<file path="src/rtl/button_event_arbiter.sv">
// Classifies short/long presses on debounced button lines, holds one pending
// event per button and presents them round-robin over a valid/ready handshake.
module button_event_arbiter #(
  parameter int NUM_BUTTONS   = 4,
  parameter int CLK_PERIOD_NS = 5,
  parameter int LONG_PRESS_MS = 1000,
  parameter int ID_W          = $clog2(NUM_BUTTONS)
) (
  input  logic                   clk,
  input  logic                   sys_rst,
  input  logic [NUM_BUTTONS-1:0] btn_level,
  output logic                   evt_valid,
  input  logic                   evt_ready,
  output logic [ID_W-1:0]        evt_id,
  output logic                   evt_long,
  output logic [NUM_BUTTONS-1:0] dropped
);

  localparam int TICK_CYCLES = 1_000_000 / CLK_PERIOD_NS;
  localparam int TICK_W      = (TICK_CYCLES > 1) ? $clog2(TICK_CYCLES) : 1;
  localparam int HOLD_W      = $clog2(LONG_PRESS_MS + 1);

  localparam logic [TICK_W-1:0] TICK_LAST = TICK_W'(TICK_CYCLES - 1);
  localparam logic [HOLD_W-1:0] HOLD_MAX  = HOLD_W'(LONG_PRESS_MS);
  localparam logic [ID_W-1:0]   LAST_ID   = ID_W'(NUM_BUTTONS - 1);

  logic [TICK_W-1:0]      tick_cnt;
  logic                   tick;

  logic [HOLD_W-1:0]      hold_cnt [NUM_BUTTONS];
  logic [HOLD_W-1:0]      hold_nxt [NUM_BUTTONS];
  logic [NUM_BUTTONS-1:0] btn_prev;
  logic [NUM_BUTTONS-1:0] long_fired;
  logic [NUM_BUTTONS-1:0] long_evt;
  logic [NUM_BUTTONS-1:0] short_evt;
  logic [NUM_BUTTONS-1:0] post;

  logic [NUM_BUTTONS-1:0] pending;
  logic [NUM_BUTTONS-1:0] pending_long;
  logic [NUM_BUTTONS-1:0] accept;
  logic [NUM_BUTTONS-1:0] drop;
  logic [NUM_BUTTONS-1:0] grant;

  logic [ID_W-1:0]        rr_ptr;
  logic [ID_W-1:0]        rr_nxt;
  logic [ID_W-1:0]        winner;
  logic [ID_W-1:0]        scan_idx;
  logic                   found;
  logic                   load;

  // 1 ms time base
  assign tick = (tick_cnt == TICK_LAST);

  always_ff @(posedge clk) begin
    if (sys_rst) begin
      tick_cnt <= '0;
    end else if (tick) begin
      tick_cnt <= '0;
    end else begin
      tick_cnt <= tick_cnt + TICK_W'(1);
    end
  end

  // Long fires in the cycle the hold count reaches threshold, not one later
  always_comb begin
    long_evt  = '0;
    short_evt = '0;
    for (int i = 0; i < NUM_BUTTONS; i++) begin
      hold_nxt[i] = hold_cnt[i];
      if (!btn_level[i]) begin
        hold_nxt[i] = '0;
      end else if (tick && (hold_cnt[i] != HOLD_MAX)) begin
        hold_nxt[i] = hold_cnt[i] + HOLD_W'(1);
      end
      long_evt[i]  = btn_level[i] && !long_fired[i] && (hold_nxt[i] == HOLD_MAX);
      short_evt[i] = btn_prev[i] && !btn_level[i] && !long_fired[i];
    end
  end

  assign post = long_evt | short_evt;

  always_ff @(posedge clk) begin
    if (sys_rst) begin
      btn_prev   <= '0;
      long_fired <= '0;
      for (int i = 0; i < NUM_BUTTONS; i++) begin
        hold_cnt[i] <= '0;
      end
    end else begin
      btn_prev <= btn_level;
      for (int i = 0; i < NUM_BUTTONS; i++) begin
        hold_cnt[i] <= hold_nxt[i];
        if (!btn_level[i]) begin
          long_fired[i] <= 1'b0;
        end else if (long_evt[i]) begin
          long_fired[i] <= 1'b1;
        end
      end
    end
  end

  // Round-robin search starting at rr_ptr, wrapping at NUM_BUTTONS
  assign load = !evt_valid || evt_ready;

  always_comb begin
    found    = 1'b0;
    winner   = '0;
    scan_idx = '0;
    for (int k = 0; k < NUM_BUTTONS; k++) begin
      if ((int'(rr_ptr) + k) >= NUM_BUTTONS) begin
        scan_idx = ID_W'(int'(rr_ptr) + k - NUM_BUTTONS);
      end else begin
        scan_idx = ID_W'(int'(rr_ptr) + k);
      end
      if (!found && pending[scan_idx]) begin
        found  = 1'b1;
        winner = scan_idx;
      end
    end
    grant = '0;
    if (load && found) begin
      grant[winner] = 1'b1;
    end
    rr_nxt = (winner == LAST_ID) ? '0 : winner + ID_W'(1);
  end

  // A post into a slot that is being granted this cycle is accepted, not dropped
  assign accept = post & (~pending | grant);
  assign drop   = post & pending & ~grant;

  always_ff @(posedge clk) begin
    if (sys_rst) begin
      pending      <= '0;
      pending_long <= '0;
      dropped      <= '0;
    end else begin
      pending      <= (pending & ~grant) | accept;
      pending_long <= (pending_long & ~accept) | (long_evt & accept);
      dropped      <= dropped | drop;
    end
  end

  always_ff @(posedge clk) begin
    if (sys_rst) begin
      evt_valid <= 1'b0;
      evt_id    <= '0;
      evt_long  <= 1'b0;
      rr_ptr    <= '0;
    end else if (load) begin
      evt_valid <= found;
      if (found) begin
        evt_id   <= winner;
        evt_long <= pending_long[winner];
        rr_ptr   <= rr_nxt;
      end
    end
  end

endmodule
</file>
<file path="config.mk">
export PLATFORM = sky130hd
export DESIGN_NAME = button_event_arbiter
export DESIGN_NICKNAME = d
export VERILOG_FILES = /design/src/rtl/button_event_arbiter.sv
export SDC_FILE = /design/constraint.sdc
export NUM_CORES = 1
export LEC_CHECK = 0
export ABC_AREA = 1
export CORE_ASPECT_RATIO = 0.8
export CORE_MARGIN = 3
export CORE_UTILIZATION = 45
export DETAILED_ROUTE_END_ITERATION = 10
export PLACE_DENSITY = 0.7
export SKIP_CTS_REPAIR_TIMING = 1
export SYNTH_ARGS = -nofsm -noshare
export SYNTH_HDL_FRONTEND = slang
export SYNTH_SLANG_ARGS = --single-unit
</file>
<file path="constraint.sdc">
create_clock -name clk -period 6.09 [get_ports clk]
set_input_delay 0.9135 -clock clk [delete_from_list [all_inputs] [get_ports clk]]
set_output_delay 0.9135 -clock clk [all_outputs]
set_load 0.02 [all_outputs]
</file>
* Word-level counts from Yosys, hierarchy flattened
Memories as Yosys holds them, arrays and structs flattened.
Index checks and enable logic that the tools add are counted.
W data, S select, Z words.
** Cells by class
- Bitwise gates (word level) :: 22
- Add/subtract/negate cells :: 13
- Magnitude comparators :: 10
- Reduce and logical (&&, ||, !) cells :: 44
- Muxes and demuxes :: 41
- Eq/ne operators :: 10
** Operators by type and width (count)
- $mux W10 :: 12
- $add A10 B1 Y10 const B :: 4
- $eq A10 B10 Y1 const B :: 4
- $ne A10 B10 Y1 const B :: 4
- $logic_and A1 B1 Y1 :: 25
- $and A4 B4 Y4 :: 6
- $or A4 B4 Y4 :: 5
- $add A18 B1 Y18 const B :: 1
- $eq A18 B18 Y1 const B :: 1
- $mux W2 :: 9
- $lt A2 B3 Y1 const B :: 5
- $mux W1 :: 13
- $logic_not A1 Y1 :: 12
- $not A4 Y4 :: 3
- $bmux W1 S2 :: 5
- $reduce_or A2 Y1 :: 5
- $ge A3 B3 Y1 const B :: 3
- $sub A2 B1 Y2 const B :: 4
- $add A2 B2 Y3 const B :: 2
- $mux W4 :: 1
- $not A1 Y1 :: 4
- $or A1 B1 Y1 :: 4
- $add A2 B1 Y3 const B :: 1
- $ge A2 B3 Y1 const B :: 1
- 6 further kinds :: 6
** Storage, ports and cells
- Bits in registers :: 44
- Memories kept :: 1
- Bits of input ports :: 7
- Logic and storage cells :: 154
- RAM bits :: 40
** Memory list
- hold_cnt :: depth 4, bits a word 10, rd ports 4, clocked after Yosys merged registers in 0, write ports 4, line 30 : logic [HOLD_W-1:0] hold_cnt [NUM_BUTTONS];

* Depth between registers and ports, before layout
Gate-level depths: netlist of run 1.
- Depth in word-level cells :: 24
- Gate-level depth with buffers :: 19

* Worst setup path before layout of run 1
Ideal clock, no wire load.
- Path type :: flip-flop to flip-flop
- From :: register rr_ptr[0]
- To :: register pending[3]
- Period minus slack after synthesis :: 2.088 ns
- Path buffers :: 1
- Data required time :: 5.975 ns
- Setup slack :: 4.002 ns
- Stages on the path, launching flop included :: 17
- Data arrival time :: 1.972 ns
- Cell sequence :: dfxtp_1 > buf_4 > xor2_1 > nand2_1 > o21ai_1 > inv_1 > nand2_1 > nand2_1 > nand2_1 > nand3_1 > inv_1 > ha_1 > inv_1 > o21ai_1 > inv_1 > o21ai_0 > inv_1
** Between the ends
- Longest elaborated chain between the ends :: 22
** Ends and longest elaborated chain
- start: declaration :: line 44 : logic [ID_W-1:0] rr_ptr;
- start signal: assignment :: line 154 : rr_ptr <= rr_nxt;
- parallel branches: the longest is 13 deep, another holds $add A2 B1 Y3
- $mux W2 * :: line 115 : if (!found && pending[scan_idx]) begin
- via winner[0] :: line 46 : logic [ID_W-1:0] winner;
- $lt A2 B3 Y1 (not written as such) or $ge A2 B1 Y1 (tied branches) :: line 122 : grant[winner] = 1'b1;
- $logic_and A1 B1 Y1 (not written as such) :: line 122
- $mux W1 (not written as such) :: line 122
- $demux W1 S2 * :: line 122
- $mux W4 * :: line 121 : if (load && found) begin
- $or A4 B4 Y4 or $not A4 Y4 (tied branches) :: line 128, 137
- $and A4 B4 Y4, on equally long branches :: line 128, 137
- $or A4 B4 Y4 * :: line 137 : pending <= (pending & ~grant) | accept;
- end signal: assignment :: line 137
- end: declaration :: line 38 : logic [NUM_BUTTONS-1:0] pending;
Mark *: on every way through the listed nets, which the timed path passes. The select of a mux whose other input is x is not followed.
A chain may end at the register's enable or synchronous reset.

* Final worst setup path of run 1
- From :: register tick_cnt[0]
- To :: register pending[0]
** Between the ends
- Longest elaborated chain between the ends :: 9
** Ends and longest elaborated chain
- start: declaration :: line 27 : logic [TICK_W-1:0] tick_cnt;
- start signal: assignment :: line 60 : tick_cnt <= tick_cnt + TICK_W'(1);
- $eq A18 B18 Y1 :: line 52 : assign tick = (tick_cnt == TICK_LAST);
- $logic_and A1 B1 Y1 :: line 72 : end else if (tick && (hold_cnt[i] != HOLD_MAX)) begin
- $mux W10 :: line 72
- $mux W10 :: line 70 : if (!btn_level[i]) begin
- $eq A10 B10 Y1 :: line 75 : long_evt[i] = btn_level[i] && !long_fired[i] && (hold_nxt[i] == HOLD_MAX);
- $logic_and A1 B1 Y1 :: line 75
- $or A4 B4 Y4 :: line 80 : assign post = long_evt | short_evt;
- $and A4 B4 Y4 :: line 128 : assign accept = post & (~pending | grant);
- $or A4 B4 Y4 :: line 137
No other way between the ends.

==> results of run 1 <==
[logic make-up after synthesis]
logic type / share of synthesized area
AND/OR/NAND/NOR: 0.402
buffers and inverters: 0.113
flip-flops: 0.352
AO/OA/AOI/OAI: 0.0651
XOR/XNOR: 0.0348
adder cells (fa/ha/maj): 0.0340
[layer usage]
layer | part of all wire | track usage | vias up
li1 | - | - | 2389
met4 | 0.013 | 0.0637 | 0
met3 | 0.051 | 0.0423 | 16
met5 | 0 | 0 | -
met1 | 0.49 | 0.255 | 2099
met2 | 0.45 | 0.306 | 116
[synthesized netlist by cell type]
master    count
nand3b_1      4
clkbuf_1      6
nor4_1        3
buf_2         2
dfxtp_1      84
or2_2         3
o21a_1        3
nor3_1       16
nand2_1     177
clkinv_2      1
xnor2_1       1
o21ai_0      16
nand2_2       4
and3_1        1
clkinv_1      1
o21bai_1      6
o21ai_1       8
nand3_1      68
a31o_2        1
a21oi_1      23
ha_1         13
nand4_1      29
nor3b_1       1
inv_1       122
nor2_2        4
nand3_2       2
nor2_4        2
inv_2         2
nor2b_1       1
nor2_8        1
buf_4         3
xor2_1       18
nor2_1      121
buf_6         1
[critical path, cell delays in order, from the launching register on]
cell and delay (ns):
dfxtp_1 0.35, ha_1 0.20, nand3_2 0.14, nor2_4 0.59, nand3_2 0.31, o21ai_0 0.36
nor2_1 0.09, nand2_1 0.10, nor2_2 0.04, nand2_1 0.08, nand2_1 0.08, o21ai_0 0.15
inv_1 0.05
[path summary, 6_finish.rpt]
kind / from / endpoint / slack (ns) / depth (start not counted)
worst min register to register: tick_cnt[0] / tick_cnt[0] / 0.44 / 1
worst min-delay path: tick_cnt[0] / tick_cnt[0] / 0.44 / 1
worst max-delay path: tick_cnt[0] / pending[0] / 3.43 / 12
worst max register to register: tick_cnt[0] / pending[0] / 3.43 / 12
[per-stage QoR]
stage	worst slack (ns)	utilization	hold slack, ns
finish	3.43	0.515	0.444
global route	3.12	0.515	0.476
CTS	3.47	0.515	0.447
detailed placement	3.25	0.488	0.438
global placement	3.28	0.488	0.422
floorplan	4.00	-	0.413
[state kept, by name (all words and copies together) (netlist names), named ones only]
| signal | cells |
|---|---|
| btn_prev | 4 |
| long_fired | 4 |
| evt_long | 1 |
| hold_cnt | 40 |
| dropped | 4 |
| evt_valid | 1 |
| pending | 4 |
| evt_id | 2 |
| rr_ptr | 2 |
| tick_cnt | 18 |
[final cells by class]
type                            instances  area [µm²]  area share
Inverter                              126         474      0.0892
Multi-Input combinational cell        526        2560       0.482
Clock buffer                            9         225      0.0424
Sequential cell                        84        1680       0.316
Clock inverter                          7        52.6     0.00988
Tap cell                              140         175      0.0329
Timing Repair Buffer                   15         148      0.0278
[report_power, final]
group          switching, mW  leakage (nW)  internal, mW
Sequential            0.0165         0.680         0.572
Combinational          0.159          1.44        0.0818
Clock                  0.236         0.136         0.278
Total                  0.411          2.25         0.932
==> results.md, run 1 <==
* Status: finished, final reports clean
* Vias/cell at 5.09
* Post-DRT Antenna Nets at 0
* Setup TNS at 0 ns
* Sequential cell area fraction in the yosys report at 0.352
* Required time of the worst setup path at 6.33 ns
* RSZ-0062 raised after global routing: no
* Max-cap violations at 0
* H-tree depth at 3
* Worst Tran Pin Value at 0.684 ns
* Final Cycle Share at 0.437
* Final nets at 782
* Final instance area at 5320 µm²
* # rows at 33
* CTS Buf Count at 9
* Worst min-delay path class: reg2reg
* Routed wire length per instance at 11.8 µm
* Worst setup EP type: flop
* Max Buffers Root-to-Sink at 2
* Vias after detailed routing at 4620
* Area leader, netlist: dfxtp_1
* Initial antenna violation count at 0
* Rel. slew slack at 0.543
* CTS tree: yes
* Power consumption at 1.34 mW
* CP startpoint kind: flop
* Clock skew at 0.00481 ns
* Die W at 121 µm
* Post-synthesis area per instance at 6.39 µm²
* Synth top area cells: dfxtp_1 (35%), nand2_1 (14%), inv_1 (9.6%)
* Synth Instances at 748
* Peak supply drop at 158 µV
* Standby leakage power at 2.25 nW
* Layout cell share with drive strength beyond 1 at 0.0482
* Reg clk slew, reported paths at 0.06 ns
* Core area at 10300 µm²
* Drt total wl at 10700 µm
* RD Place Congestion at 0.864
* DP Area at 5040 µm²
* Maximum number of pins on one net before global-route repair at 35
* F_max at 376 MHz
* IO Port Bufs at 14
* Placed cells at 891
* Mapped cell area at 4780 µm²
* Clk_lat worst skew at 0.34 ns
* Cell variety after synth at 34
* Total GRT Usage at 0.190
* Ys Warns at 0
* Number of global-route vias before repair at 4382
* Flops & latches, synth at 84
* Remaining DRCs at 0
* Initial core utilization at 0.463
* CP Max Fanout at 27
* 1st-iter DRT viols at 348
* Post-Syn Nets at 768
* Chip height at 98.2 µm
* Worst Path Arrival at 2.90 ns
* Most frequent cells in the layout: nand2_1 (177), inv_1 (122), nor2_1 (121)
* Total gr overflow at 0
* Drt pass-1 iters at 5
* Area delta synth->final at 11.2%
* WS Path Type: reg2reg
* Final setup vio count at 0
* CTS sink count at 84
* First-pass GRT wire length at 18900 µm
* ANT cells at 0
* PwrDens at 253 nW/µm²
* Fin. Hold Viols at 0
* Post-DP HPWL at 8030 µm
* Root Buffer: clkbuf_16
* Period minus WS final at 2.66 ns
* Fill cells at 1060
* Top cell type's share of synthesized area at 0.352
* Filler-free cell count of the finished design at 907
* Final Max Slew Viols at 0
* Io pins at 15
* Die area at 11900 µm²
* Commonest non-fill, non-tap cell in the layout: nand2_1
(Power assumes the default switching activity.)
==> run 2, diff against run 1 <==
--- a/config.mk
+++ b/config.mk
@@ -10,7 +10,7 @@
 export CORE_MARGIN = 3
 export CORE_UTILIZATION = 45
 export DETAILED_ROUTE_END_ITERATION = 10
-export PLACE_DENSITY = 0.7
+export PLACE_DENSITY = 0.73
 export SKIP_CTS_REPAIR_TIMING = 1
 export SYNTH_ARGS = -nofsm -noshare
 export SYNTH_HDL_FRONTEND = slang
==> constraint.sdc (replaced) <==
create_clock -name clk -period 2.3 [get_ports clk]
set_input_delay 0.345 -clock clk [delete_from_list [all_inputs] [get_ports clk]]
set_output_delay 0.345 -clock clk [all_outputs]
set_load 0.02 [all_outputs]
==> run 2 against run 1 <==
Compared with the run above: die area is the same; largest power group unchanged; final area increased by 7.2%; highest routed layer unchanged; sequential share of layout area is 2.0 points lower; final cell count increased by 2.6%; via count up 3.2%.
==> results.md, run 2 (synthesis gave the netlist of run 1 again) <==
* Final setup vio count at 0 (unchanged)
* Core area at 10300 µm² (unchanged)
* Reg2Reg Depth at 15 (was 12)
* Final nets at 806 (was 782)
* R2r setup slk at 0.08 ns (was 3.43 ns)
* Crit. Startpoint: rr_ptr[0] (was tick_cnt[0])
* Die area at 11900 µm² (unchanged)
* Switching pwr at 1.15 mW (was 0.411 mW)
* Register bank with the most flops: hold_cnt (unchanged)
* Pre-CTS setup slack at -0.0906 ns (was 3.25 ns)
* Remaining DRCs at 0 (unchanged)
* Reg clk slew, reported paths at 0.06 ns (about the same)
* Area delta synth->final at 19.2% (was 11.2%)
* Total gr overflow at 0 (unchanged)
* Standby leakage power at 2.38 nW (was 2.25 nW)
* Vias/cell at 5.12 (was 5.09)
* ANT cells at 0 (unchanged)
* Maximum number of pins on one net before global-route repair at 34 (was 35)
* Most frequent cells in the layout: nand2_1 (174), inv_1 (118), nor2_1 (113) (was nand2_1 (177), inv_1 (122), nor2_1 (121))
* Max-cap violations at 0 (unchanged)
* Commonest non-fill, non-tap cell in the layout: nand2_1 (unchanged)
* First-pass GRT wire length at 18900 µm (about the same)
* Die W at 121 µm (unchanged)
* CP startpoint kind: flop (unchanged)
* Post-DP HPWL at 8210 µm (was 8030 µm)
* Clk_lat worst skew at 0.34 ns (about the same)
* Total GRT Usage at 0.191 (was 0.190)
* CP Max Fanout at 6 (was 27)
* Worst r2r dst: pending[2] (was pending[0])
* R2r startpoint: rr_ptr[0] (was tick_cnt[0])
* Reg power frac at 0.411 (was 0.438)
* Required time of the worst setup path at 2.53 ns (was 6.33 ns)
* 1st-iter DRT viols at 405 (was 348)
* Vias after detailed routing at 4767 (was 4620)
* CP Capture Point: pending[2] (was pending[0])
* Clock skew at 0.00814 ns (was 0.00481 ns)
* PwrDens at 671 nW/µm² (was 253 nW/µm²)
* Rel. slew slack at 0.611 (was 0.543)
* CTS tree: yes (unchanged)
* Initial antenna violation count at 0 (unchanged)
* Routed wire length per instance at 12.6 µm (was 11.8 µm)
* # rows at 33 (unchanged)
* Clock network power share at 0.373 (was 0.383)
* Worst setup EP type: flop (unchanged)
* H-tree depth at 3 (unchanged)
* Status: finished, final reports clean (unchanged)
* Worst Path Arrival at 2.45 ns (was 2.90 ns)
* F_max at 451 MHz (was 376 MHz)
* Layout cell share with drive strength beyond 1 at 0.123 (was 0.0482)
* Fill cells at 949 (was 1060)
* RD Place Congestion at 0.918 (was 0.864)
* Comb power frac at 0.216 (was 0.179)
* Drt total wl at 11700 µm (was 10700 µm)
* Max Buffers Root-to-Sink at 2 (unchanged)
* CTS sink count at 84 (unchanged)
* Post-DRT Antenna Nets at 0 (unchanged)
* Sw Ratio at 0.300 (was 0.306)
* WS Path Type: reg2reg (unchanged)
* Setup ws final at 0.0833 ns (was 3.43 ns)
* CTS Buf Count at 9 (unchanged)
* Max reg flops at 40 (unchanged)
* Number of global-route vias before repair at 4317 (was 4382)
* Worst min-delay path class: reg2reg (unchanged)
* IO Port Bufs at 14 (unchanged)
* Pint at 2.68 mW (was 0.932 mW)
* Worst Tran Pin Value at 0.583 ns (was 0.684 ns)
* Fin. Hold Viols at 0 (unchanged)
* Core Util, Final at 0.552 (was 0.515)
* Final Max Slew Viols at 0 (unchanged)
* Largest registers: hold_cnt (40), tick_cnt (18) (unchanged)
* Chip height at 98.2 µm (unchanged)
* Final Cycle Share at 0.964 (was 0.437)
* Peak supply drop at 381 µV (was 158 µV)
* Initial core utilization at 0.463 (unchanged)
* Io pins at 15 (unchanged)
* Root Buffer: clkbuf_16 (unchanged)
* Drt pass-1 iters at 5 (unchanged)
* Power consumption at 3.83 mW (was 1.34 mW)
* Period minus WS final at 2.22 ns (was 2.66 ns)
==> run 2: layout make-up <==
type / count / area (µm²) / share of cell area
clock buffers: 9 / 225 / 0.0395
clock inverters: 7 / 67.6 / 0.0119
inverters: 126 / 474 / 0.0832
multi-input cells: 527 / 2720 / 0.476
flip-flops and latches: 84 / 1690 / 0.297
well taps: 140 / 175 / 0.0307
repair buffers: 38 / 353 / 0.0619
==> run 2: routing by layer <==
layer	track usage	wire, µm	up-vias
li1	-	-	2439
met3	0.0544	697	22
met4	0.0603	195	0
met5	0	0	-
met2	0.296	5290	155
met1	0.258	5520	2151
==> run 2: worst max-delay path: stages (launching register included) <==
cell and delay (ns):
dfxtp_4 0.41, inv_2 0.07, o21ai_2 0.18, nand2_1 0.10
o21ai_1 0.10, inv_1 0.09, nand2_1 0.09, nand3_1 0.14
nand3_2 0.16, buf_4 0.13, ha_1 0.14, inv_1 0.05
o21ai_2 0.15, inv_1 0.07, o21ai_0 0.18, inv_1 0.06
==> run 2: power by group through the flow <==
stage | Clock [mW] | Combinational, mW | Sequential [mW]
detailed placement | 0 | 0.703 | 1.59
CTS | 1.45 | 0.706 | 1.56
global placement | 0 | 0.682 | 1.59
floorplan | 0 | 0.407 | 1.62
finish | 1.43 | 0.828 | 1.57
global route | 1.51 | 0.904 | 1.58
==> run 2: metrics by stage <==
step           instance area [µm²]  setup TNS [ns]  std cells  hold WS (ns)
2_1_floorplan                 4780               0        748         0.413
3_3_place_gp                  5120               0        900         0.421
3_5_place_dp                  5120          -0.344        900         0.434
4_1_cts                       5410          -0.477        916         0.443
5_1_grt                       5700          -0.317        931         0.477
6_report                      5700               0        931         0.445
==> run 2: worst min-delay path by stage <==
stage                      from     endpoint  slack, ns  cells after the start
floorplan           tick_cnt[0]  tick_cnt[0]       0.41                      1
global placement    tick_cnt[0]  tick_cnt[0]       0.42                      1
detailed placement  tick_cnt[0]  tick_cnt[0]       0.43                      1
CTS                 tick_cnt[0]  tick_cnt[0]       0.44                      1
global route        tick_cnt[0]  tick_cnt[0]       0.48                      1
finish              tick_cnt[0]  tick_cnt[0]       0.44                      1
